File: src/rtl/ir_tx.sv
// NEC-style IR transmitter: sends a 32-bit word as lead mark/space, 32 pulse-distance
// bits MSB first, a stop mark and a guard gap, as an envelope and a carrier-gated LED drive.
module ir_tx #(
  parameter int CLK_HZ       = 50_000_000,
  parameter int TICK_DIV     = CLK_HZ / 1_000_000,
  parameter int CARRIER_DIV  = 1316,
  parameter int CARRIER_HIGH = 438,
  parameter int T_LEAD_MARK  = 9000,
  parameter int T_LEAD_SPACE = 4500,
  parameter int T_BIT_MARK   = 560,
  parameter int T_ZERO_SPACE = 560,
  parameter int T_ONE_SPACE  = 1690,
  parameter int T_STOP_MARK  = 560,
  parameter int T_GAP        = 2000,
  parameter int SEG_W        = 14
) (
  input  logic        clk,
  input  logic        rst,
  input  logic        i_start,
  input  logic [31:0] i_data,
  output logic        o_busy,
  output logic        o_done,
  output logic        o_ir_env,
  output logic        o_ir_tx
);

  localparam int CYC_W = (TICK_DIV > 1) ? $clog2(TICK_DIV) : 1;
  localparam int PH_W  = (CARRIER_DIV > 1) ? $clog2(CARRIER_DIV) : 1;

  localparam logic [CYC_W-1:0] CYC_LAST = CYC_W'(TICK_DIV - 1);
  localparam logic [PH_W-1:0]  PH_LAST  = PH_W'(CARRIER_DIV - 1);
  localparam logic [PH_W:0]    PH_HIGH  = (PH_W + 1)'(CARRIER_HIGH);

  // Last tick index of each segment; a segment ends on the final clock of that tick.
  localparam logic [SEG_W-1:0] D_LEAD_MARK  = SEG_W'(T_LEAD_MARK - 1);
  localparam logic [SEG_W-1:0] D_LEAD_SPACE = SEG_W'(T_LEAD_SPACE - 1);
  localparam logic [SEG_W-1:0] D_BIT_MARK   = SEG_W'(T_BIT_MARK - 1);
  localparam logic [SEG_W-1:0] D_ZERO_SPACE = SEG_W'(T_ZERO_SPACE - 1);
  localparam logic [SEG_W-1:0] D_ONE_SPACE  = SEG_W'(T_ONE_SPACE - 1);
  localparam logic [SEG_W-1:0] D_STOP_MARK  = SEG_W'(T_STOP_MARK - 1);
  localparam logic [SEG_W-1:0] D_GAP        = SEG_W'(T_GAP - 1);

  typedef enum logic [2:0] {
    S_IDLE       = 3'd0,
    S_LEAD_MARK  = 3'd1,
    S_LEAD_SPACE = 3'd2,
    S_BIT_MARK   = 3'd3,
    S_BIT_SPACE  = 3'd4,
    S_STOP_MARK  = 3'd5,
    S_GAP        = 3'd6
  } state_t;

  state_t            r_state;
  state_t            w_next;
  logic [31:0]       r_shift;
  logic [4:0]        r_bit_cnt;
  logic [CYC_W-1:0]  r_cyc;
  logic [SEG_W-1:0]  r_seg;
  logic [PH_W-1:0]   r_phase;
  logic [PH_W-1:0]   w_phase_next;
  logic [SEG_W-1:0]  w_dur;
  logic              w_seg_end;
  logic              w_seg_start;
  logic              w_load;
  logic              w_shift;
  logic              w_mark_next;
  logic              w_carrier;
  logic              r_busy;
  logic              r_done;
  logic              r_env;
  logic              r_tx;

  // Duration of the current segment; bit spaces depend on the bit being sent.
  always_comb begin
    w_dur = '0;
    case (r_state)
      S_LEAD_MARK:  w_dur = D_LEAD_MARK;
      S_LEAD_SPACE: w_dur = D_LEAD_SPACE;
      S_BIT_MARK:   w_dur = D_BIT_MARK;
      S_BIT_SPACE:  w_dur = r_shift[31] ? D_ONE_SPACE : D_ZERO_SPACE;
      S_STOP_MARK:  w_dur = D_STOP_MARK;
      S_GAP:        w_dur = D_GAP;
      default:      w_dur = '0;
    endcase
  end

  assign w_seg_end = (r_cyc == CYC_LAST) && (r_seg == w_dur);

  // Next-state logic and shift/load controls.
  always_comb begin
    w_next  = r_state;
    w_load  = 1'b0;
    w_shift = 1'b0;
    case (r_state)
      S_IDLE: begin
        if (i_start) begin
          w_next = S_LEAD_MARK;
          w_load = 1'b1;
        end else begin
          w_next = S_IDLE;
        end
      end
      S_LEAD_MARK: begin
        if (w_seg_end) w_next = S_LEAD_SPACE;
        else           w_next = S_LEAD_MARK;
      end
      S_LEAD_SPACE: begin
        if (w_seg_end) w_next = S_BIT_MARK;
        else           w_next = S_LEAD_SPACE;
      end
      S_BIT_MARK: begin
        if (w_seg_end) w_next = S_BIT_SPACE;
        else           w_next = S_BIT_MARK;
      end
      S_BIT_SPACE: begin
        if (w_seg_end) begin
          w_shift = 1'b1;
          if (r_bit_cnt == 5'd31) w_next = S_STOP_MARK;
          else                    w_next = S_BIT_MARK;
        end else begin
          w_next = S_BIT_SPACE;
        end
      end
      S_STOP_MARK: begin
        if (w_seg_end) w_next = S_GAP;
        else           w_next = S_STOP_MARK;
      end
      S_GAP: begin
        if (w_seg_end) w_next = S_IDLE;
        else           w_next = S_GAP;
      end
      default: begin
        w_next = S_IDLE;
      end
    endcase
  end

  // Every transition is a segment boundary, so it doubles as the timer restart.
  assign w_seg_start = (w_next != r_state);

  // State register, shift register and bit counter.
  always_ff @(posedge clk) begin
    if (rst) begin
      r_state   <= S_IDLE;
      r_shift   <= 32'd0;
      r_bit_cnt <= 5'd0;
    end else begin
      r_state <= w_next;
      if (w_load) begin
        r_shift   <= i_data;
        r_bit_cnt <= 5'd0;
      end else if (w_shift) begin
        r_shift   <= {r_shift[30:0], 1'b0};
        r_bit_cnt <= r_bit_cnt + 5'd1;
      end else begin
        r_shift   <= r_shift;
        r_bit_cnt <= r_bit_cnt;
      end
    end
  end

  // Microsecond tick prescaler and per-segment tick counter.
  always_ff @(posedge clk) begin
    if (rst) begin
      r_cyc <= '0;
      r_seg <= '0;
    end else if (w_seg_start || (w_next == S_IDLE)) begin
      r_cyc <= '0;
      r_seg <= '0;
    end else if (r_cyc == CYC_LAST) begin
      r_cyc <= '0;
      r_seg <= r_seg + SEG_W'(1);
    end else begin
      r_cyc <= r_cyc + CYC_W'(1);
      r_seg <= r_seg;
    end
  end

  // Carrier phase for the upcoming cycle; realigned at each mark entry.
  always_comb begin
    w_mark_next = (w_next == S_LEAD_MARK) || (w_next == S_BIT_MARK) ||
                  (w_next == S_STOP_MARK);
    if ((w_next == S_IDLE) || (w_mark_next && w_seg_start)) begin
      w_phase_next = '0;
    end else if (r_phase == PH_LAST) begin
      w_phase_next = '0;
    end else begin
      w_phase_next = r_phase + PH_W'(1);
    end
  end

  assign w_carrier = ({1'b0, w_phase_next} < PH_HIGH);

  // Carrier phase register.
  always_ff @(posedge clk) begin
    if (rst) begin
      r_phase <= '0;
    end else begin
      r_phase <= w_phase_next;
    end
  end

  // Outputs are registered from the next state so they line up with it.
  always_ff @(posedge clk) begin
    if (rst) begin
      r_busy <= 1'b0;
      r_done <= 1'b0;
      r_env  <= 1'b0;
      r_tx   <= 1'b0;
    end else begin
      r_busy <= (w_next != S_IDLE);
      r_done <= (r_state == S_GAP) && w_seg_end;
      r_env  <= w_mark_next;
      r_tx   <= w_mark_next && w_carrier;
    end
  end

  assign o_busy   = r_busy;
  assign o_done   = r_done;
  assign o_ir_env = r_env;
  assign o_ir_tx  = r_tx;

endmodule
File: config.mk
export PLATFORM = sky130hd
export DESIGN_NAME = ir_tx
export DESIGN_NICKNAME = d
export VERILOG_FILES = /design/src/rtl/ir_tx.sv
export SDC_FILE = /design/constraint.sdc
export NUM_CORES = 1
export LEC_CHECK = 0
export ABC_AREA = 1
export ABC_CLOCK_PERIOD_IN_PS = 2700
export CORE_MARGIN = 3
export CORE_UTILIZATION = 35
export DETAILED_ROUTE_END_ITERATION = 16
export HOLD_SLACK_MARGIN = 0.06
export SLEW_MARGIN = 20
export SYNTH_ARGS = -nofsm -noshare
export SYNTH_HDL_FRONTEND = slang
export SYNTH_SLANG_ARGS = --single-unit
export TNS_END_PERCENT = 10
File: constraint.sdc
create_clock -name clk -period 2.7 [get_ports clk]
set_input_delay 0.54 -clock clk [delete_from_list [all_inputs] [get_ports clk]]
set_output_delay 0.54 -clock clk [all_outputs]
set_load 0.02 [all_outputs]
==> reports/qor.txt <==
Post-Place Cells: 689
Hold Vio Cnt, Final: 0
Largest net degree at the start of global routing: 33
Syn Area/Cell: 7.79 µm²
Period Utilization, post-route: 0.946
Outcome: finished, final reports clean
Max Cap Viol: 0
Clk_lat worst skew: 0.33 ns
Number of global-route vias before repair: 3529
Max frequency: 0.392 GHz
R2r startpoint: r_state[0]
H-tree levels: 3
Clock slew at reported path FFs: 0.06 ns
Post-synthesis sequential area ratio: 0.372
Final nets: 612
Maximum buffer depth of the clock tree: 2
Crit path max-delay family: simple AND/OR/NAND/NOR gates
Post-Syn Nets: 559
Reg2reg end: r_phase[6]
Worst Path Max Fanout: 8
I/O pin total: 39
Initial DRC count: 152
Worst path depth: 19
Detailed placer's ending HPWL: 7010 µm
FF+latch area: 1520 µm²
Number of synthesized flops with an enable pin: 0
CORE AREA: 11000 µm²
Cell chain of the critical path: buf_12, inv_16, nand3_4, nand2_2, nand2_1, nor2_1, nand2_1, nor2_2, nand3_2, nor2_8, nand2_4, nand2_2, nand2_4, nor2_4, nand2_4, nor2_8, nor2_8, nand3_4, nor2_2
Gr ovfl total: 0
Die X: 113 µm
Xor and xnor area share after synthesis: 0.0540
Area taken by multi-input logic gates: 2280 µm²
DRT Pass-1 Iters: 4
Critical Path End: r_phase[6]
Worst Skew: 0.00629 ns
Count of hold-fix buffers inserted at cts: 0
Crit path buf inv count: 2
Root buf cell: clkbuf_16
CTS tree: built
Max-slew violation count: 0
RePlAce Congestion: 0.949
Post-synth cell types: 41
Routed wire per std cell: 13.2 µm
Initial antenna violation count: 0
Fin cells: 716
Post-route antenna net violation count: 0
Post-Layout Inst Area: 5130 µm²
Worst Reg-to-Reg Cells: 19
Die Y: 113 µm
Synth area leader: dfxtp_1
Sink Count: 75
Area grow syn2layout: 27.0%
Die area: 12900 µm²
Crit path largest cell delay: 0.35 ns
RSZ-0062 raised after global routing: true
Total CTS buffers: 9
Mapped cell area: 4040 µm²
Via count: 3544
Layout cells sized above 1: 0.184
Ys async rst share: 0
Worst reg2reg setup slack: 0.15 ns
Critical Path Start: r_state[0]
Most common cell in the netlist: nand2_1
Slowest cell on crit path: dfxtp_4
GRT Total Usage: 0.152
Synth top area share: 0.372
Starting Density: 0.366
Post-synthesis mux area share: 0
Setup crit start kind: register
Fill cells: 1099
HP Class: register to register
Detailed Route WL: 9470 µm
Post-Synth Adder-Cell Area: 0.0186
Post-DP Area: 4620 µm²
Synth Area in Compound Gates: 0.114
Yosys reg bits: 75
Pleak: 0.00198 µW
Final Util: 0.465
Setup Viol. Count Final: 0
Arr. time, crit path: 2.77 ns
Row cnt: 38
Final Total Pwr: 2820 µW
Ys flop type: dfxtp_1
Clock period minus worst slack: 2.55 ns
Top post-synthesis cells by area: dfxtp_1 (37%), nand2_1 (11%), xor2_1 (4.3%)
Required @ worst endpoint: 2.92 ns
Setup TNS: 0 ns
Max-slew headroom: 0.575
Synth Warn #: 0
# diodes: 0
DR DRC count: 0
Vias per cell: 4.95
Post-synthesis simple-gate area fraction: 0.369
CP Capture Type: register
Synth top cells by count: nand2_1 (117), dfxtp_1 (75), inv_1 (42)
Crit Path Class: register to register
Slew @ Worst Pin: 0.635 ns
First-pass GRT wire length: 16000 µm
IO Port Bufs: 38
Power density over cell area: 550 nW/µm²
Synth Instances: 518
VDD IR-drop max: 338 µV
Main combinational cell family by area after synthesis: simple AND/OR/NAND/NOR gates
report_power, final:
group	switching, µW	internal [µW]
registers	24.1	1150
logic	190	144
clock network	449	864
state kept, by name (all words and copies together) (netlist names):
signal and cells:
o_busy 1, o_done 1, o_ir_env 1, o_ir_tx 1
r_bit_cnt 5, r_cyc 6, r_phase 11, r_seg 14
r_shift 32, r_state 3
metrics by stage:
| stage | setup slack, ns | hold slack, ns |
|---|---|---|
| 2_1_floorplan | 0.458 | 0.428 |
| 3_3_place_gp | 0.0840 | 0.442 |
| 3_5_place_dp | 0.0131 | 0.442 |
| 4_1_cts | 0.00999 | 0.458 |
| 5_1_grt | -0.0382 | 0.449 |
| 6_report | 0.146 | 0.433 |
worst reg2reg max path, delay by kind of cell, from the launching register on:
family        cells  cell delay [ns]
simple gates     17             1.87
flops             1             0.35
buf+inv           2             0.23
cell families after synthesis:
| family | Yosys count |
|---|---|
| AO/OA/AOI/OAI | 73 |
| XOR/XNOR | 24 |
| adder cells (fa/ha/maj) | 6 |
| buffers and inverters | 66 |
| flip-flops | 75 |
| AND/OR/NAND/NOR | 274 |
layer usage:
metal / vias up / global-route usage / part of all wire
met1: 1649 / 0.190 / 0.46
li1: 1830 / - / -
met3: 8 / 0.0318 / 0.032
met5: - / 0 / 0
met2: 57 / 0.259 / 0.50
met4: 0 / 0.0537 / 0.011
how the worst min path moves through the flow:
stage | startpoint | endpoint | slack, ns | cells past startpoint
floorplan | r_phase[0] | r_phase[0] | 0.43 | 1
global placement | r_phase[0] | r_phase[0] | 0.44 | 1
detailed placement | r_phase[0] | r_phase[0] | 0.44 | 1
CTS | r_phase[0] | r_phase[0] | 0.46 | 1
global route | r_cyc[0] | r_cyc[0] | 0.45 | 1
finish | r_cyc[0] | r_cyc[0] | 0.43 | 1
layout make-up:
class                   instances  area share
clock buffers                  13      0.0508
flip-flops and latches         75       0.296
clock inverters                 3      0.0134
well taps                     140      0.0342
inverters                      50      0.0422
multi-input cells             377       0.445
repair buffers                 58       0.119
cell usage in the layout (no fill, tap or decap), types with 3 or more instances in the layout:
cell type and instances:
nor2_1 33, o21bai_1 3, clkdlybuf4s50_1 38, xor2_1 20, o21ai_0 10, clkbuf_16 10, nor2_4 8, dfxtp_1 70
nand2_4 5, nand3b_1 3, inv_2 5, nor2_2 16, nand2_1 115, and3_1 3, inv_1 41, nor3_1 23
buf_4 13, nand3_2 8, nor2_8 4, nor4_1 6, ha_1 5, xnor2_1 3, a31oi_1 12, nand3_1 29
a22oi_1 16, nand2_2 6, nand3_4 5, a21oi_1 24, nand4_1 7, buf_12 5, o21ai_1 3, dfxtp_4 3
repair_timing:
item | 4_1_cts | 5_1_grt
setup endpoints to repair | 0 | 37
gates resized for setup | 0 | 22
buffers inserted | 0 | 11
Power figures use the tool's default switching activity.
